### src/rtl/cruise_pkg.sv
// Shared definitions for the cruise-control command front end.
//   cmd_e         command codes presented on cmd_code
//   seq_state_e   sequencer FSM encoding exported on seq_state
//   pending bit layout: 0 brake, 1 cancel, 2 resume, 3 set, 4 accel, 5 coast
//   (bit order equals arbitration priority, lowest index wins)
package cruise_pkg;

  typedef enum logic [2:0] {
    CMD_NONE   = 3'd0,
    CMD_BRAKE  = 3'd1,
    CMD_CANCEL = 3'd2,
    CMD_RESUME = 3'd3,
    CMD_SET    = 3'd4,
    CMD_ACCEL  = 3'd5,
    CMD_COAST  = 3'd6
  } cmd_e;

  typedef enum logic [1:0] {
    IDLE    = 2'd0,
    ISSUE   = 2'd1,
    LOCKOUT = 2'd2
  } seq_state_e;

  localparam int unsigned MIN_SET_SPEED_DEF = 40;

  // Pending-bit index to command code.
  function automatic cmd_e cmd_of(input logic [2:0] idx);
    case (idx)
      3'd0:    return CMD_BRAKE;
      3'd1:    return CMD_CANCEL;
      3'd2:    return CMD_RESUME;
      3'd3:    return CMD_SET;
      3'd4:    return CMD_ACCEL;
      3'd5:    return CMD_COAST;
      default: return CMD_NONE;
    endcase
  endfunction

  // Pending bits retired when a command is accepted; an accepted brake
  // also retires a queued cancel since braking already disengages.
  function automatic logic [5:0] accept_mask(input cmd_e code);
    case (code)
      CMD_BRAKE:  return 6'b000011;
      CMD_CANCEL: return 6'b000010;
      CMD_RESUME: return 6'b000100;
      CMD_SET:    return 6'b001000;
      CMD_ACCEL:  return 6'b010000;
      CMD_COAST:  return 6'b100000;
      default:    return 6'b000000;
    endcase
  endfunction

endpackage

### src/rtl/cruise_debounce.sv
// Button debouncer: one sync flop, then the output level follows the synced
// input only after DEBOUNCE_CYCLES consecutive samples disagree with it.
//   clk, reset  clock, async active-high reset
//   btn         raw button
//   level       debounced level
//   rise        one-cycle pulse coincident with level going high
module cruise_debounce #(
  parameter int unsigned DEBOUNCE_CYCLES = 4,
  parameter int unsigned CNT_W           = 8
) (
  input  logic clk,
  input  logic reset,
  input  logic btn,
  output logic level,
  output logic rise
);

  localparam int unsigned LAST = (DEBOUNCE_CYCLES > 0) ? DEBOUNCE_CYCLES - 1 : 0;

  logic             sync_q;
  logic [CNT_W-1:0] cnt;

  always_ff @(posedge clk or posedge reset) begin
    if (reset) begin
      sync_q <= 1'b0;
      level  <= 1'b0;
      rise   <= 1'b0;
      cnt    <= '0;
    end else begin
      sync_q <= btn;
      rise   <= 1'b0;
      if (sync_q == level) begin
        cnt <= '0;
      end else if (cnt >= CNT_W'(LAST)) begin
        level <= sync_q;
        rise  <= sync_q;
        cnt   <= '0;
      end else begin
        cnt <= cnt + 1'b1;
      end
    end
  end

endmodule

### src/rtl/cruise_cmd_sequencer.sv
// Cruise-control command front end: debounces driver buttons, qualifies them
// against core status/speed, priority-arbitrates, and issues one command at a
// time over cmd_valid/cmd_ready.
//   clk, reset            clock, async active-high reset
//   btn_*                 raw driver switches (brake is only registered)
//   current_speed         unsigned vehicle speed
//   cruise_active         core reports cruise engaged
//   cmd_ready             core accepts cmd this cycle
//   cmd_valid / cmd_code  command handshake
//   cmd_drop              pulse: request discarded (unqualified or accel/coast clash)
//   seq_state             FSM state for debug
module cruise_cmd_sequencer
  import cruise_pkg::*;
#(
  parameter int unsigned DEBOUNCE_CYCLES = 4,
  parameter int unsigned LOCKOUT_CYCLES  = 8,
  parameter int unsigned REPEAT_CYCLES   = 16,
  parameter int unsigned MIN_SET_SPEED   = MIN_SET_SPEED_DEF,
  parameter int unsigned CNT_W           = 8
) (
  input  logic       clk,
  input  logic       reset,
  input  logic       btn_brake,
  input  logic       btn_cancel,
  input  logic       btn_resume,
  input  logic       btn_set,
  input  logic       btn_accel,
  input  logic       btn_coast,
  input  logic [7:0] current_speed,
  input  logic       cruise_active,
  input  logic       cmd_ready,
  output logic       cmd_valid,
  output logic [2:0] cmd_code,
  output logic       cmd_drop,
  output logic [1:0] seq_state
);

  localparam logic [7:0] MIN_SPD = 8'(MIN_SET_SPEED);

  logic [5:1] raw_btn, lvl, rise;
  logic       brake_q, brake_d, conflict, conflict_d;
  logic [5:0] pend, pend_n, clr;
  logic [1:0] rpt_fire, load_rpt;
  logic [CNT_W-1:0] rpt_accel, rpt_coast, lock_cnt, lock_n;
  seq_state_e state, state_n;
  cmd_e       code_q, code_n;
  logic       drop_n, win_vld;
  logic [2:0] win_idx;

  assign raw_btn = {btn_coast, btn_accel, btn_set, btn_resume, btn_cancel};

  for (genvar g = 1; g <= 5; g++) begin : g_dbnc
    cruise_debounce #(.DEBOUNCE_CYCLES(DEBOUNCE_CYCLES), .CNT_W(CNT_W)) u_dbnc (
      .clk(clk), .reset(reset), .btn(raw_btn[g]), .level(lvl[g]), .rise(rise[g])
    );
  end

  assign conflict    = lvl[4] & lvl[5];
  assign rpt_fire[0] = lvl[4] & ~conflict & (rpt_accel == CNT_W'(1));
  assign rpt_fire[1] = lvl[5] & ~conflict & (rpt_coast == CNT_W'(1));

  function automatic logic qualified(input logic [2:0] idx, input logic active,
                                     input logic [7:0] spd);
    case (idx)
      3'd0:        return 1'b1;
      3'd1, 3'd4, 3'd5: return active;
      3'd2:        return ~active && (spd >= MIN_SPD);
      3'd3:        return spd >= MIN_SPD;
      default:     return 1'b0;
    endcase
  endfunction

  always_comb begin
    win_vld = 1'b0;
    win_idx = '0;
    for (int unsigned i = 0; i < 6; i++) begin
      if (pend[5-i]) begin
        win_vld = 1'b1;
        win_idx = 3'(5 - i);
      end
    end
  end

  always_comb begin
    state_n  = state;
    code_n   = code_q;
    lock_n   = lock_cnt;
    clr      = '0;
    drop_n   = 1'b0;
    load_rpt = '0;
    case (state)
      IDLE: begin
        if (win_vld) begin
          if (qualified(win_idx, cruise_active, current_speed)) begin
            state_n = ISSUE;
            code_n  = cmd_of(win_idx);
          end else begin
            clr[win_idx] = 1'b1;
            drop_n       = 1'b1;
          end
        end
      end
      ISSUE: begin
        if (cmd_ready) begin
          clr      = accept_mask(code_q);
          load_rpt = {code_q == CMD_COAST, code_q == CMD_ACCEL};
          state_n  = LOCKOUT;
          lock_n   = CNT_W'(LOCKOUT_CYCLES);
          code_n   = CMD_NONE;
        end else if (pend[0] && code_q != CMD_BRAKE) begin
          // Pre-empt the unaccepted command; its pending bit is left set.
          code_n = CMD_BRAKE;
        end
      end
      LOCKOUT: begin
        if (pend[0]) begin
          state_n = ISSUE;
          code_n  = CMD_BRAKE;
        end else if (lock_cnt <= CNT_W'(1)) begin
          state_n = IDLE;
          lock_n  = '0;
        end else begin
          lock_n = lock_cnt - 1'b1;
        end
      end
      default: state_n = IDLE;
    endcase
  end

  // Clear before set so an edge arriving with an accept is not lost;
  // an accel/coast clash overrides everything for those two bits.
  always_comb begin
    pend_n      = (pend & ~clr) | {rise[5:1], brake_q & ~brake_d};
    pend_n[4]   = pend_n[4] | rpt_fire[0];
    pend_n[5]   = pend_n[5] | rpt_fire[1];
    if (conflict) pend_n[5:4] = '0;
  end

  always_ff @(posedge clk or posedge reset) begin
    if (reset) begin
      brake_q    <= 1'b0;
      brake_d    <= 1'b0;
      conflict_d <= 1'b0;
      pend       <= '0;
      state      <= IDLE;
      code_q     <= CMD_NONE;
      lock_cnt   <= '0;
      cmd_drop   <= 1'b0;
      rpt_accel  <= '0;
      rpt_coast  <= '0;
    end else begin
      brake_q    <= btn_brake;
      brake_d    <= brake_q;
      conflict_d <= conflict;
      pend       <= pend_n;
      state      <= state_n;
      code_q     <= code_n;
      lock_cnt   <= lock_n;
      cmd_drop   <= drop_n | (conflict & ~conflict_d);
      if (conflict || !lvl[4])    rpt_accel <= '0;
      else if (load_rpt[0])       rpt_accel <= CNT_W'(REPEAT_CYCLES);
      else if (rpt_accel != '0)   rpt_accel <= rpt_accel - 1'b1;
      if (conflict || !lvl[5])    rpt_coast <= '0;
      else if (load_rpt[1])       rpt_coast <= CNT_W'(REPEAT_CYCLES);
      else if (rpt_coast != '0)   rpt_coast <= rpt_coast - 1'b1;
    end
  end

  assign cmd_valid = (state == ISSUE);
  assign cmd_code  = code_q;
  assign seq_state = state;

endmodule
### config.mk
export PLATFORM = sky130hd
export DESIGN_NAME = cruise_cmd_sequencer
export DESIGN_NICKNAME = d
export VERILOG_FILES = /design/src/rtl/cruise_pkg.sv /design/src/rtl/cruise_debounce.sv /design/src/rtl/cruise_cmd_sequencer.sv
export SDC_FILE = /design/constraint.sdc
export NUM_CORES = 1
export LEC_CHECK = 0
export CORE_MARGIN = 2
export CORE_UTILIZATION = 63
export DETAILED_ROUTE_END_ITERATION = 8
export PLACE_DENSITY = 0.85
export SLEW_MARGIN = 20
export SYNTH_ARGS = -nofsm -noshare
export SYNTH_HDL_FRONTEND = slang
export SYNTH_SLANG_ARGS = --single-unit
### constraint.sdc
create_clock -name clk -period 5.2 [get_ports clk]
set_input_delay 1.3 -clock clk [delete_from_list [all_inputs] [get_ports clk]]
set_output_delay 1.3 -clock clk [all_outputs]
set_load 0.005 [all_outputs]
# == Yosys cells after proc, flatten, opt, wreduce, memory -nomap -nowiden ==
# Cells that the tools add are included.
# word_totals
reg_bits,94
latch_bits,0
mem_bits_rw,0
romBits,0
input_bits,18
output_inout_bits,7
wordCells,192
memories,0
# classes
add_sub_neg,8
multipliers,0
div,0
order_cmp,9
eq_ne,28
n_shift,0
muxes,71
n_bitwise,22
n_reduce_logical,24
# op_table
cell,count
8-bit 2-to-1 mux,19
"8-bit by 1-bit adder with 8-bit output, second input constant",5
"8-bit by 2-bit >= comparator with 1-bit output, second input constant",5
6-bit one-hot mux with 6 select lines,1
3-bit 2-to-1 mux,11
"8-bit by 1-bit subtractor with 8-bit output, second input constant",3
1-bit 2-to-1 mux,22
6-bit 2-to-1 mux,3
3-bit one-hot mux with 6 select lines,1
"8-bit by 1-bit == test with 1-bit output, second input constant",2
2-bit 2-to-1 mux,8
8-bit one-hot mux with 2 select lines,1
8-bit nonzero test,2
"3-bit == test, second input constant",5
"3-bit by 2-bit == test with 1-bit output, second input constant",4
6-bit one-hot mux with 2 select lines,1
2-bit AND reduction,5
1-bit NOT,9
3-bit one-hot mux with 3 select lines,1
3-bit nonzero test,3
"8-bit by 6-bit >= comparator with 1-bit output, second input constant",1
"8-bit by 1-bit less-or-equal comparator with 1-bit output, second input constant",1
"2-bit != test, second input constant",4
1-bit AND,7
other kinds (27),38

# == Longest topological paths before layout ==
# Gate-level depths: netlist of the first run.
# logic_depth
ltp_word,19
ltp_mapped,7
mapped_depth_nobuf,7

# == Cells and area by module ==
# Synthesis of the first run repeated with hierarchy kept, for this count alone.
# hier_totals
cells_unflattened,361
hier_area_um2,4101.4
# modules_own_cells
mod,n_inst,cells_each,area_per_inst_um2,seq_area_each_um2
cruise_cmd_sequencer,1,241,2268.4,975.9
cruise_debounce,5,24,366.6,275.3

# == Worst setup path before layout of the first run ==
# OpenSTA, ideal clock, no wires.
# synth_timing
path_kind,input to register
from,in cruise_active
to,"reg code_q[1], in the netlist cmd_code[1]"
setup_time_ps,125
arrival_time_ps,2419
required_time_ps,5075
slack_ps,2657
cell_stages,5
n_path_buf,0
cell_sequence,a211o_1 a211o_1 nand4b_2 nand3_1 mux2_2
# synth_between
elab_chain_cells,7
# synth_lines
element,line_no,text
start: declaration,cruise_cmd_sequencer.sv:30,"input logic cruise_active,"
1-bit NOT,cruise_cmd_sequencer.sv:67,3'd2: return ~active && (spd >= MIN_SPD);
1-bit logical AND,cruise_cmd_sequencer.sv:67,
1-bit one-hot mux with 4 select lines (*),cruise_cmd_sequencer.sv:64,case (idx)
1-bit 2-to-1 mux (*),cruise_cmd_sequencer.sv:93,if (win_vld) begin
1-bit 2-to-1 mux (*),cruise_cmd_sequencer.sv:91,case (state)
2-bit by 1-bit != test with 1-bit output (no source line) (*),n/a,
5-bit AND reduction (no source line) (*),n/a,
end signal: assignment,cruise_cmd_sequencer.sv:157,code_q <= code_n;
end: declaration,cruise_cmd_sequencer.sv:46,"cmd_e code_q, code_n;"
# Mark *: on every way between the ends. The rest lies on a longest branch, timed or not. The select of a mux whose other input is x is not followed.
# A chain may end at the register's enable or synchronous reset.

# == Worst setup path in the final report of the first run ==
# layout_timing
from,"reg state[1], in the netlist seq_state[1]"
to,out cmd_valid
# layout_between
elab_chain_cells,1
# layout_lines
element,line_no,text
start: declaration,cruise_cmd_sequencer.sv:45,"seq_state_e state, state_n;"
start signal: assignment,cruise_cmd_sequencer.sv:156,state <= state_n;
2-bit by 1-bit == test with 1-bit output,cruise_cmd_sequencer.sv:169,assign cmd_valid = (state == ISSUE);
end: declaration,cruise_cmd_sequencer.sv:32,"output logic cmd_valid,"
# Every way passes these cells.

==> run summary, run 1 <==
Clock Tree Root -> clkbuf_8
final wirelength -> 6.63 mm
clk_skew -> 0.00971 ns
worst endpoint required time -> 3.90 ns
Data arrival, critical path -> 1.75 ns
worst setup path startpoint -> seq_state[1]$_DFFE_PP0P_
post-synth top area cell -> dfrtp_1
GR Util All Layers -> 22.6%
Post-Syn Area -> 3860 um2
Crit Reg-Reg Startpoint -> g_dbnc[2].u_dbnc.cnt[0]$_DFF_PP0_
top cells by area, synth -> dfrtp_1 61%, ha_1 4.9%, nor2_1 4.0%
Final Hold Viols -> 0
Avg WL per Cell -> 14.1 um
Power Total -> 0.00232 W
Final min period -> 3.05 ns
P_leak -> 2.12 nW
initial antenna violation count -> 0
top_reg_cell synth -> dfrtp_1
Final ANT Viol Nets -> 0
post-placement cell count -> 456
fin nets -> 425
initial detailed-routing violation count -> 166
CTS Buf Count -> 9
n_diodes -> 0
HP Class -> reg -> reg
Post-DP Area -> 4280 um2
DR vias/cell -> 5.50
HPWL after DPL -> 4.64 mm
Area Growth Syn to Fin -> 16.1%
setup_tns -> 0 ns
first-pass GRT wire length -> 11.2 mm
Non-Filler Instances -> 472
CP Max Fanout -> 8
fraction of layout cells with a size suffix above 1 -> 8.06%
core area -> 5920 um2
vias in the first global route -> 2480
CTS clk-pin slew, worst paths -> 0.09 ns
Hold Path Origin -> brake_q$_DFF_PP0_
pwr/cell area -> 517 nW/um2
fmax -> 328 MHz
pin count of the biggest net entering global routing -> 64
r2r setup slk -> 3.04 ns
worst r2r path cells -> 4
CTS tree -> yes
Mapped Cells -> 332
Finished Cell Area -> 4490 um2
clock buffer depth -> 2
total of max-cap violations -> 0
Async SR Flop Fraction -> 100%
CTS Hold Bufs -> 0
max-slew violations -> 0
relative slew slack -> 51.7%
Startpoint Class -> register
die width -> 82.3 um
Max VDD drop -> 277 uV
I/O Buffers -> 21
RSZ-0062 raised after global routing -> no
hold_ws -> 0.413 ns
postcts setup bufs -> 0
Placer Congestion -> 0.886
final critical-path share of the clock period -> 58.6%
io pins -> 25
post-synth top area share -> 60.9%
Unique masters post-synth -> 43
Die H -> 82.3 um
# rows -> 28
total number of vias -> 2597
Setup CP Type -> reg -> out
H-tree lvl count -> 3
drt drc -> 0
CTS sink count -> 94
Skew-Pair Late Insertion Delay -> 0.36 ns
post_cts resized -> 0
Post-synth EDFFs -> 0
sequential share of the synthesized area -> 60.9%
run status -> complete, no violations
Worst R2R End -> g_dbnc[2].u_dbnc.level$_DFFE_PP0P_
mean area per synthesized cell -> 11.6 um2
Yosys reg bits -> 94
CP endpoint kind -> primary output
CP Capture Point -> cmd_valid
grt ovf -> 0
starting density of the core -> 65.3%
die footprint -> 6780 um2
Ys Warns -> 0
first-pass iteration count of the detailed router -> 4
final setup vio count -> 0
slew of the pin with the lowest slew margin -> 0.725 ns
## metal layers
| metal | GRT usage (%) | share of wire, % | routed length [um] |
|---|---|---|---|
| met5 | 0 | 0 | 0 |
| met1 | 29.5 | 43 | 2850 |
| met2 | 36.0 | 49 | 3260 |
| met3 | 5.54 | 5.9 | 390 |
| met4 | 10.5 | 2.0 | 130 |
## sequential cells by signal, indices dropped and copies added, names as in the netlist, 2 cells and up
name                  cells
g_dbnc.u_dbnc.sync_q      5
lock_cnt                  8
g_dbnc.u_dbnc.rise        5
pend                      6
seq_state                 2
rpt_coast                 8
cmd_code                  3
g_dbnc.u_dbnc.level       5
g_dbnc.u_dbnc.cnt        40
rpt_accel                 8
## stage by stage
step,setup WS (ns),utilization (%)
2_1_floorplan,1.45,-
3_3_place_gp,2.05,72.3
3_5_place_dp,1.98,72.3
4_1_cts,2.14,75.8
5_1_grt,2.04,75.8
6_report,2.15,75.8
## cells by family after synthesis
| group | count (synthesis) | share of synthesized area, % |
|---|---|---|
| compound gates | 40 | 6.73 |
| xor+xnor | 21 | 4.76 |
| fa+ha+maj | 15 | 4.86 |
| buf+inv | 17 | 1.65 |
| flops | 94 | 60.9 |
| mux | 11 | 3.14 |
| other cells | 1 | 0.0970 |
| simple gates | 133 | 17.9 |
## worst min path at each step
stage	endpoint	cells after the start
floorplan	brake_d$_DFF_PP0_	0
global placement	brake_d$_DFF_PP0_	0
detailed placement	brake_d$_DFF_PP0_	0
CTS	brake_d$_DFF_PP0_	0
global route	brake_d$_DFF_PP0_	0
finish	brake_d$_DFF_PP0_	0
## placed cells by master (no fill, tap or decap), types with 3 or more instances in the layout
cell / Yosys / final
nand3_1: 6 / 6
and3_1: 6 / 6
nor3b_1: 5 / 5
or3_1: 3 / 3
o21ai_0: 8 / 8
nand2b_1: 10 / 10
xnor2_1: 13 / 13
clkdlybuf4s50_1: 0 / 21
nor3_1: 13 / 13
nand2_1: 21 / 21
xor2_1: 8 / 8
a211oi_1: 3 / 3
nor4_1: 10 / 10
a21oi_1: 12 / 12
clkbuf_8: 0 / 11
or4_1: 6 / 6
dfrtp_1: 94 / 94
nor2_1: 41 / 41
ha_1: 15 / 15
mux2_2: 8 / 8
conb_1: 1 / 30
inv_1: 15 / 14
## critical path, cell delays in order, from the launching register on
cell and delay [ns]:
dfrtp_1 0.42, inv_1 0.12, ha_1 0.31, clkdlybuf4s50_1 0.55
## Yosys cell counts (all sizes together), types with 5 or more instances
| library cell | number |
|---|---|
| nor3 | 13 |
| nand2 | 21 |
| nor2 | 41 |
| nor3b | 5 |
| ha | 15 |
| nand3 | 6 |
| o21ai | 8 |
| mux2 | 9 |
| dfrtp | 94 |
| xnor2 | 13 |
| nor4 | 10 |
| a21oi | 12 |
| inv | 15 |
| xor2 | 8 |
| and3 | 6 |
| nand2b | 11 |
| or4 | 8 |
## cell type report
| cell class | count | area (um2) |
|---|---|---|
| clock inverter | 5 | 56.3 |
| timing repair buffer | 22 | 218 |
| fill | 384 | 1430 |
| clock buffer | 11 | 151 |
| sequential | 94 | 2350 |
| inverter | 15 | 58.8 |
| multi-input combinational | 250 | 1560 |
| tap | 75 | 93.8 |
## power by group
group / internal, W / leakage (nW) / total [W] / switching, W
logic: 0.000386 / 0.845 / 0.000838 / 0.000452
registers: 0.000853 / 1.17 / 0.000987 / 0.000135
clock network: 0.000249 / 0.106 / 0.000496 / 0.000247
No activity file was read; power rests on OpenSTA's default activity.
==> inputs of run 2 (changes only) <==
--- a/config.mk
+++ b/config.mk
@@ -6,9 +6,9 @@
 export NUM_CORES = 1
 export LEC_CHECK = 0
 export CORE_MARGIN = 2
-export CORE_UTILIZATION = 63
+export CORE_UTILIZATION = 53
 export DETAILED_ROUTE_END_ITERATION = 8
-export PLACE_DENSITY = 0.85
+export PLACE_DENSITY = 0.76
 export SLEW_MARGIN = 20
 export SYNTH_ARGS = -nofsm -noshare
 export SYNTH_HDL_FRONTEND = slang
==> constraint.sdc (replaced) <==
create_clock -name clk -period 2.77 [get_ports clk]
set_input_delay 0.6925 -clock clk [delete_from_list [all_inputs] [get_ports clk]]
set_output_delay 0.6925 -clock clk [all_outputs]
set_load 0.005 [all_outputs]
==> run 2 against run 1 <==
Net effect: clock skew about the same; flip-flop and latch count unchanged; clock-buffer cell count down 2; sequential share of layout area down 0.35 points; highest routed layer unchanged; critical path depth unchanged; largest cell class unchanged; final cell count up 5.5%.
==> run summary, run 2 (synthesized netlist as in run 1, its figures left out) <==
die footprint -> 7990 um2 (+18%)
slew of the pin with the lowest slew margin -> 0.754 ns (+0.0290 ns)
Max VDD drop -> 396 uV (+43%)
Final min period -> 2.48 ns
CP Capture Point -> cmd_valid
most flop-heavy register -> g_dbnc.u_dbnc.cnt
Data arrival, critical path -> 1.79 ns (+0.04 ns)
fraction of layout cells with a size suffix above 1 -> 8.52% (+0.46 points)
post_cts resized -> 0 (unchanged)
CP endpoint kind -> primary output
CP Max Fanout -> 8 (unchanged)
die width -> 89.4 um (+8.6%)
Setup CP Type -> reg -> out
Non-Filler Instances -> 498 (+5.5%)
first-pass GRT wire length -> 10.8 mm (-4.3%)
clock buffer depth -> 2 (unchanged)
GR Util All Layers -> 17.7% (-4.9 points)
Clock Tree Root -> clkbuf_8
initial antenna violation count -> 0 (unchanged)
P_leak -> 2.12 nW (-0.14%)
Crit Reg-Reg Startpoint -> lock_cnt[4]$_DFFE_PP0P_
postcts setup bufs -> 0 (unchanged)
vias in the first global route -> 2431 (-2.0%)
fmax -> 403 MHz
drt drc -> 0 (unchanged)
CTS sink count -> 94 (unchanged)
fin nets -> 427 (+0.47%)
total of max-cap violations -> 0 (unchanged)
pin count of the biggest net entering global routing -> 56 (-13%)
# fillers -> 611 (+59%)
Area Growth Syn to Fin -> 16.9%
worst path cell trace -> inv_1 -> ha_1 -> clkdlybuf4s50_1
Worst R2R End -> seq_state[0]$_DFFE_PP0P_
Startpoint Class -> register
post-placement cell count -> 482 (+5.7%)
grt ovf -> 0 (unchanged)
Final Hold Viols -> 0 (unchanged)
H-tree lvl count -> 3 (unchanged)
worst r2r path cells -> 5 (+1)
core area -> 7140 um2 (+21%)
n_diodes -> 0 (unchanged)
Skew-Pair Late Insertion Delay -> 0.36 ns (about the same)
CTS Hold Bufs -> 0 (unchanged)
most frequent cells in the layout -> 94 x dfrtp_1, 41 x nor2_1, 30 x conb_1
CTS tree -> yes
HP Class -> reg -> reg
pwr/cell area -> 935 nW/um2 (+81%)
clk_skew -> 0.00921 ns (-0.000493 ns)
Max stage delay on crit path -> 0.56 ns (about the same)
Post-DP Area -> 4340 um2 (+1.4%)
I/O Buffers -> 21 (unchanged)
io pins -> 25 (unchanged)
DR vias/cell -> 5.05 (-8.3%)
relative slew slack -> 49.3% (-2.4 points)
RSZ-0062 raised after global routing -> no
final wirelength -> 6.17 mm (-6.9%)
run status -> complete, no violations
initial detailed-routing violation count -> 121 (-27%)
total number of vias -> 2514 (-3.2%)
r2r setup slk -> 0.63 ns (-2.41 ns)
Die H -> 89.4 um (+8.6%)
Avg WL per Cell -> 12.4 um (-12%)
final setup vio count -> 0 (unchanged)
Placer Congestion -> 0.834 (-5.8%)
slowest CP cell -> clkdlybuf4s50_1
setup_tns -> 0 ns (unchanged)
final critical-path share of the clock period -> 89.6%
Finished Cell Area -> 4520 um2 (+0.67%)
CTS clk-pin slew, worst paths -> 0.09 ns (about the same)
max-slew violations -> 0 (unchanged)
# rows -> 31 (+11%)
commonest non-fill, non-tap cell in the layout -> dfrtp_1
starting density of the core -> 54.2% (-11 points)
Final ANT Viol Nets -> 0 (unchanged)
worst endpoint required time -> 2.08 ns (-1.82 ns)
Largest register FFs -> 40 (unchanged)
worst setup path startpoint -> seq_state[1]$_DFFE_PP0P_
HPWL after DPL -> 4.46 mm (-3.9%)
CTS Buf Count -> 9 (unchanged)
first-pass iteration count of the detailed router -> 4 (unchanged)
[run 2: cell types whose count changed in the layout (fill, tap and decap cells not counted), sizes merged]
| cell | before | now |
|---|---|---|
| inv | 16 | 18 |
| clkinvlp | 1 | 2 |
| clkbuf | 11 | 9 |
| bufinv | 1 | 0 |
| buf | 1 | 3 |
[run 2: worst min path at each step]
stage | end | from | depth (start not counted) | slack (ns)
2_1_floorplan | brake_d$_DFF_PP0_ | brake_q$_DFF_PP0_ | 0 | 0.35
3_3_place_gp | brake_d$_DFF_PP0_ | brake_q$_DFF_PP0_ | 0 | 0.39
3_5_place_dp | brake_d$_DFF_PP0_ | brake_q$_DFF_PP0_ | 0 | 0.40
4_1_cts | brake_d$_DFF_PP0_ | brake_q$_DFF_PP0_ | 0 | 0.42
5_1_grt | brake_d$_DFF_PP0_ | brake_q$_DFF_PP0_ | 0 | 0.45
6_report | brake_d$_DFF_PP0_ | brake_q$_DFF_PP0_ | 0 | 0.42
[run 2: cell type report]
cell class	count	area, um2	area share [%]
clock buffer	9	124	2.74
clock inverter	7	55.1	1.22
inverter	15	60.1	1.33
multi-input combinational	250	1560	34.5
sequential	94	2350	52.1
tap	99	124	2.74
timing repair buffer	24	245	5.43
[run 2: where the power goes]
group          internal, W  switching (W)
clock             0.000338       0.000483
combinational     0.000726       0.000826
sequential         0.00160       0.000249
total              0.00266        0.00156
[run 2: metal layers]
layer / GRT usage, % / part of all wire (%) / wire length [um]
met2: 28.1 / 48 / 2940
met5: 0 / 0 / 0
met3: 4.80 / 3.9 / 242
met1: 23.6 / 46 / 2870
met4: 6.51 / 2.0 / 122
[run 2: stage by stage]
stage          utilization, %  worst slack [ns]  hold WS (ns)  total power, W
6_report                 63.3             0.289         0.418         0.00422
5_1_grt                  63.3             0.218         0.449         0.00456
4_1_cts                  63.3             0.283         0.425         0.00426
3_5_place_dp             60.8             0.206         0.400         0.00343
3_3_place_gp             60.8             0.227         0.386         0.00337
2_1_floorplan               -             0.733         0.354         0.00305
[run 2: critical path, delay by kind of cell, from the launching register on]
kind	cells	cell delay, ns
adder cells (fa/ha/maj)	1	0.33
buffers and inverters	2	0.67
flip-flops	1	0.42
==> inputs of run 3 (changes only) <==
--- a/config.mk
+++ b/config.mk
@@ -8,6 +8,7 @@
 export CORE_MARGIN = 2
 export CORE_UTILIZATION = 53
 export DETAILED_ROUTE_END_ITERATION = 8
+export GPL_TIMING_DRIVEN = 0
 export PLACE_DENSITY = 0.76
 export SLEW_MARGIN = 20
 export SYNTH_ARGS = -nofsm -noshare
==> run 3 against run 2 <==
Net effect: critical path type unchanged; clock power is 8.0% higher; global-route usage is 0.056 points lower; largest cell class unchanged; worst setup slack better by 0.030 ns.
==> run summary, run 3 (synthesized netlist as in run 1, its figures left out) <==
run status -> complete, no violations
H-tree lvl count -> 3 (unchanged)
Final Hold Viols -> 0 (unchanged)
Int Pwr -> 0.00278 W (+4.5%)
Avg WL per Cell -> 12.4 um (+0.10%)
starting density of the core -> 54.2% (unchanged)
# fillers -> 593 (-2.9%)
first-pass iteration count of the detailed router -> 4 (unchanged)
initial detailed-routing violation count -> 85 (-30%)
HP Class -> reg -> reg
die footprint -> 7990 um2 (unchanged)
CP Max Fanout -> 8 (unchanged)
Startpoint Class -> register
Finished Core Util -> 64.3% (+0.95 points)
RSZ-0062 raised after global routing -> no
Area Growth Syn to Fin -> 18.6%
worst r2r path cells -> 4 (-1)
final critical-path share of the clock period -> 88.5% (-1.1 points)
slew of the pin with the lowest slew margin -> 0.736 ns (-0.0177 ns)
Worst R2R End -> g_dbnc[5].u_dbnc.level$_DFFE_PP0P_
grt met2 use -> 29.8% (+1.6 points)
initial antenna violation count -> 0 (unchanged)
post-placement cell count -> 484 (+0.41%)
CTS tree -> yes
met1 usage in global routing -> 22.2% (-1.4 points)
drt drc -> 0 (unchanged)
total of max-cap violations -> 0 (unchanged)
GR Util All Layers -> 17.7% (-0.056 points)
Hold Path Origin -> brake_q$_DFF_PP0_
Skew-Pair Late Insertion Delay -> 0.35 ns (about the same)
most flop-heavy register -> g_dbnc.u_dbnc.cnt
worst setup path startpoint -> seq_state[1]$_DFFE_PP0P_
r2r setup slk -> 0.61 ns (-0.02 ns)
CP Capture Point -> cmd_valid
DR vias/cell -> 5.11 (+1.3%)
# rows -> 31 (unchanged)
max-slew violations -> 0 (unchanged)
CP endpoint kind -> primary output
grt ovf -> 0 (unchanged)
Crit Reg-Reg Startpoint -> g_dbnc[5].u_dbnc.cnt[0]$_DFF_PP0_
final wirelength -> 6.20 mm (+0.50%)
clock buffer depth -> 2 (unchanged)
HPWL after DPL -> 4.59 mm (+2.7%)
clock power share -> 20.6% (+1.2 points)
Setup CP Type -> reg -> out
CTS Buf Count -> 9 (unchanged)
post_cts resized -> 0 (unchanged)
worst endpoint required time -> 2.08 ns (about the same)
switching share of power -> 35.5% (-1.4 points)
CTS Hold Bufs -> 0 (unchanged)
most frequent cells in the layout -> 94 x dfrtp_1, 41 x nor2_1, 30 x conb_1
Flop pwr share -> 42.2% (-1.6 points)
vias in the first global route -> 2577 (+6.0%)
final setup vio count -> 0 (unchanged)
Comb power frac -> 37.2% (+0.5 points)
P_leak -> 2.15 nW (+1.4%)
GRT met3 Usage -> 3.60% (-1.2 points)
fmax -> 408 MHz (+1.2%)
I/O Buffers -> 21 (unchanged)
Max VDD drop -> 467 uV (+18%)
Die H -> 89.4 um (unchanged)
clk_skew -> 0.00799 ns (-0.00123 ns)
pin count of the biggest net entering global routing -> 29 (-48%)
fraction of layout cells with a size suffix above 1 -> 8.23% (-0.29 points)
CTS sink count -> 94 (unchanged)
first-pass GRT wire length -> 10.8 mm (+0.64%)
layer with the highest usage -> met2
core area -> 7140 um2 (unchanged)
Placer Congestion -> 0.861 (+3.2%)
Final min period -> 2.45 ns (-0.0295 ns)
n_diodes -> 0 (unchanged)
Final ANT Viol Nets -> 0 (unchanged)
Largest register FFs -> 40 (unchanged)
setup_tns -> 0 ns (unchanged)
Data arrival, critical path -> 1.76 ns (-0.03 ns)
Sw Pwr -> 0.00153 W (-1.8%)
commonest non-fill, non-tap cell in the layout -> dfrtp_1
pwr/cell area -> 941 nW/um2 (+0.66%)
io pins -> 25 (unchanged)
relative slew slack -> 49.7% (+0.38 points)
Non-Filler Instances -> 500 (+0.40%)
Clock Tree Root -> clkbuf_8
die width -> 89.4 um (unchanged)
CTS clk-pin slew, worst paths -> 0.09 ns (about the same)
fin nets -> 429 (+0.47%)
postcts setup bufs -> 0 (unchanged)
total number of vias -> 2556 (+1.7%)
==> run 3: final cells by class <==
cell class                 instances  area [um2]  share of cell area (%)
tap                               99         124                    2.70
inverter                          15        60.1                    1.31
timing repair buffer              24         285                    6.22
clock buffer                      11         141                    3.08
buffer                             2        7.51                   0.164
multi-input combinational        250        1560                    34.0
clock inverter                     5        57.6                    1.26
sequential                        94        2350                    51.3
==> run 3: stage by stage <==
stage / instance area [um2] / setup slack [ns] / hold WS, ns / total power (W)
2_1_floorplan: 3980 / 0.733 / 0.354 / 0.00305
3_3_place_gp: 4310 / 0.0735 / 0.387 / 0.00336
3_5_place_dp: 4390 / 0.154 / 0.372 / 0.00344
4_1_cts: 4590 / 0.297 / 0.398 / 0.00435
5_1_grt: 4590 / 0.210 / 0.407 / 0.00465
6_report: 4590 / 0.318 / 0.391 / 0.00431
==> run 3: worst max-delay path, cell delays in order, from the launching register on <==
cell and delay, ns:
dfrtp_1 0.42, inv_1 0.11, ha_1 0.32, clkdlybuf4s50_1 0.56
==> run 3: how the worst min path moves through the flow <==
stage / endpoint / slack (ns) / cells past startpoint
floorplan: brake_d$_DFF_PP0_ / 0.35 / 0
global placement: brake_d$_DFF_PP0_ / 0.39 / 0
detailed placement: brake_d$_DFF_PP0_ / 0.37 / 0
CTS: brake_d$_DFF_PP0_ / 0.40 / 0
global route: brake_d$_DFF_PP0_ / 0.41 / 0
finish: brake_d$_DFF_PP0_ / 0.39 / 0
==> run 3: per-layer routing <==
metal	routed length (um)	vias up	part of all wire (%)
li1	-	1258	-
met1	2870	1242	46
met2	3010	44	49
met3	202	12	3.3
met4	125	0	2.0
met5	0	-	0
==> run 3: power by group through the flow <==
| stage | Combinational (W) | Sequential, W | Clock, W |
|---|---|---|---|
| final | 0.00161 | 0.00182 | 0.000887 |
| after global placement | 0.00153 | 0.00183 | 0 |
| after CTS | 0.00161 | 0.00182 | 0.000918 |
| after global routing | 0.00181 | 0.00186 | 0.000983 |
| after floorplan | 0.00126 | 0.00179 | 0 |
| after detailed placement | 0.00159 | 0.00185 | 0 |
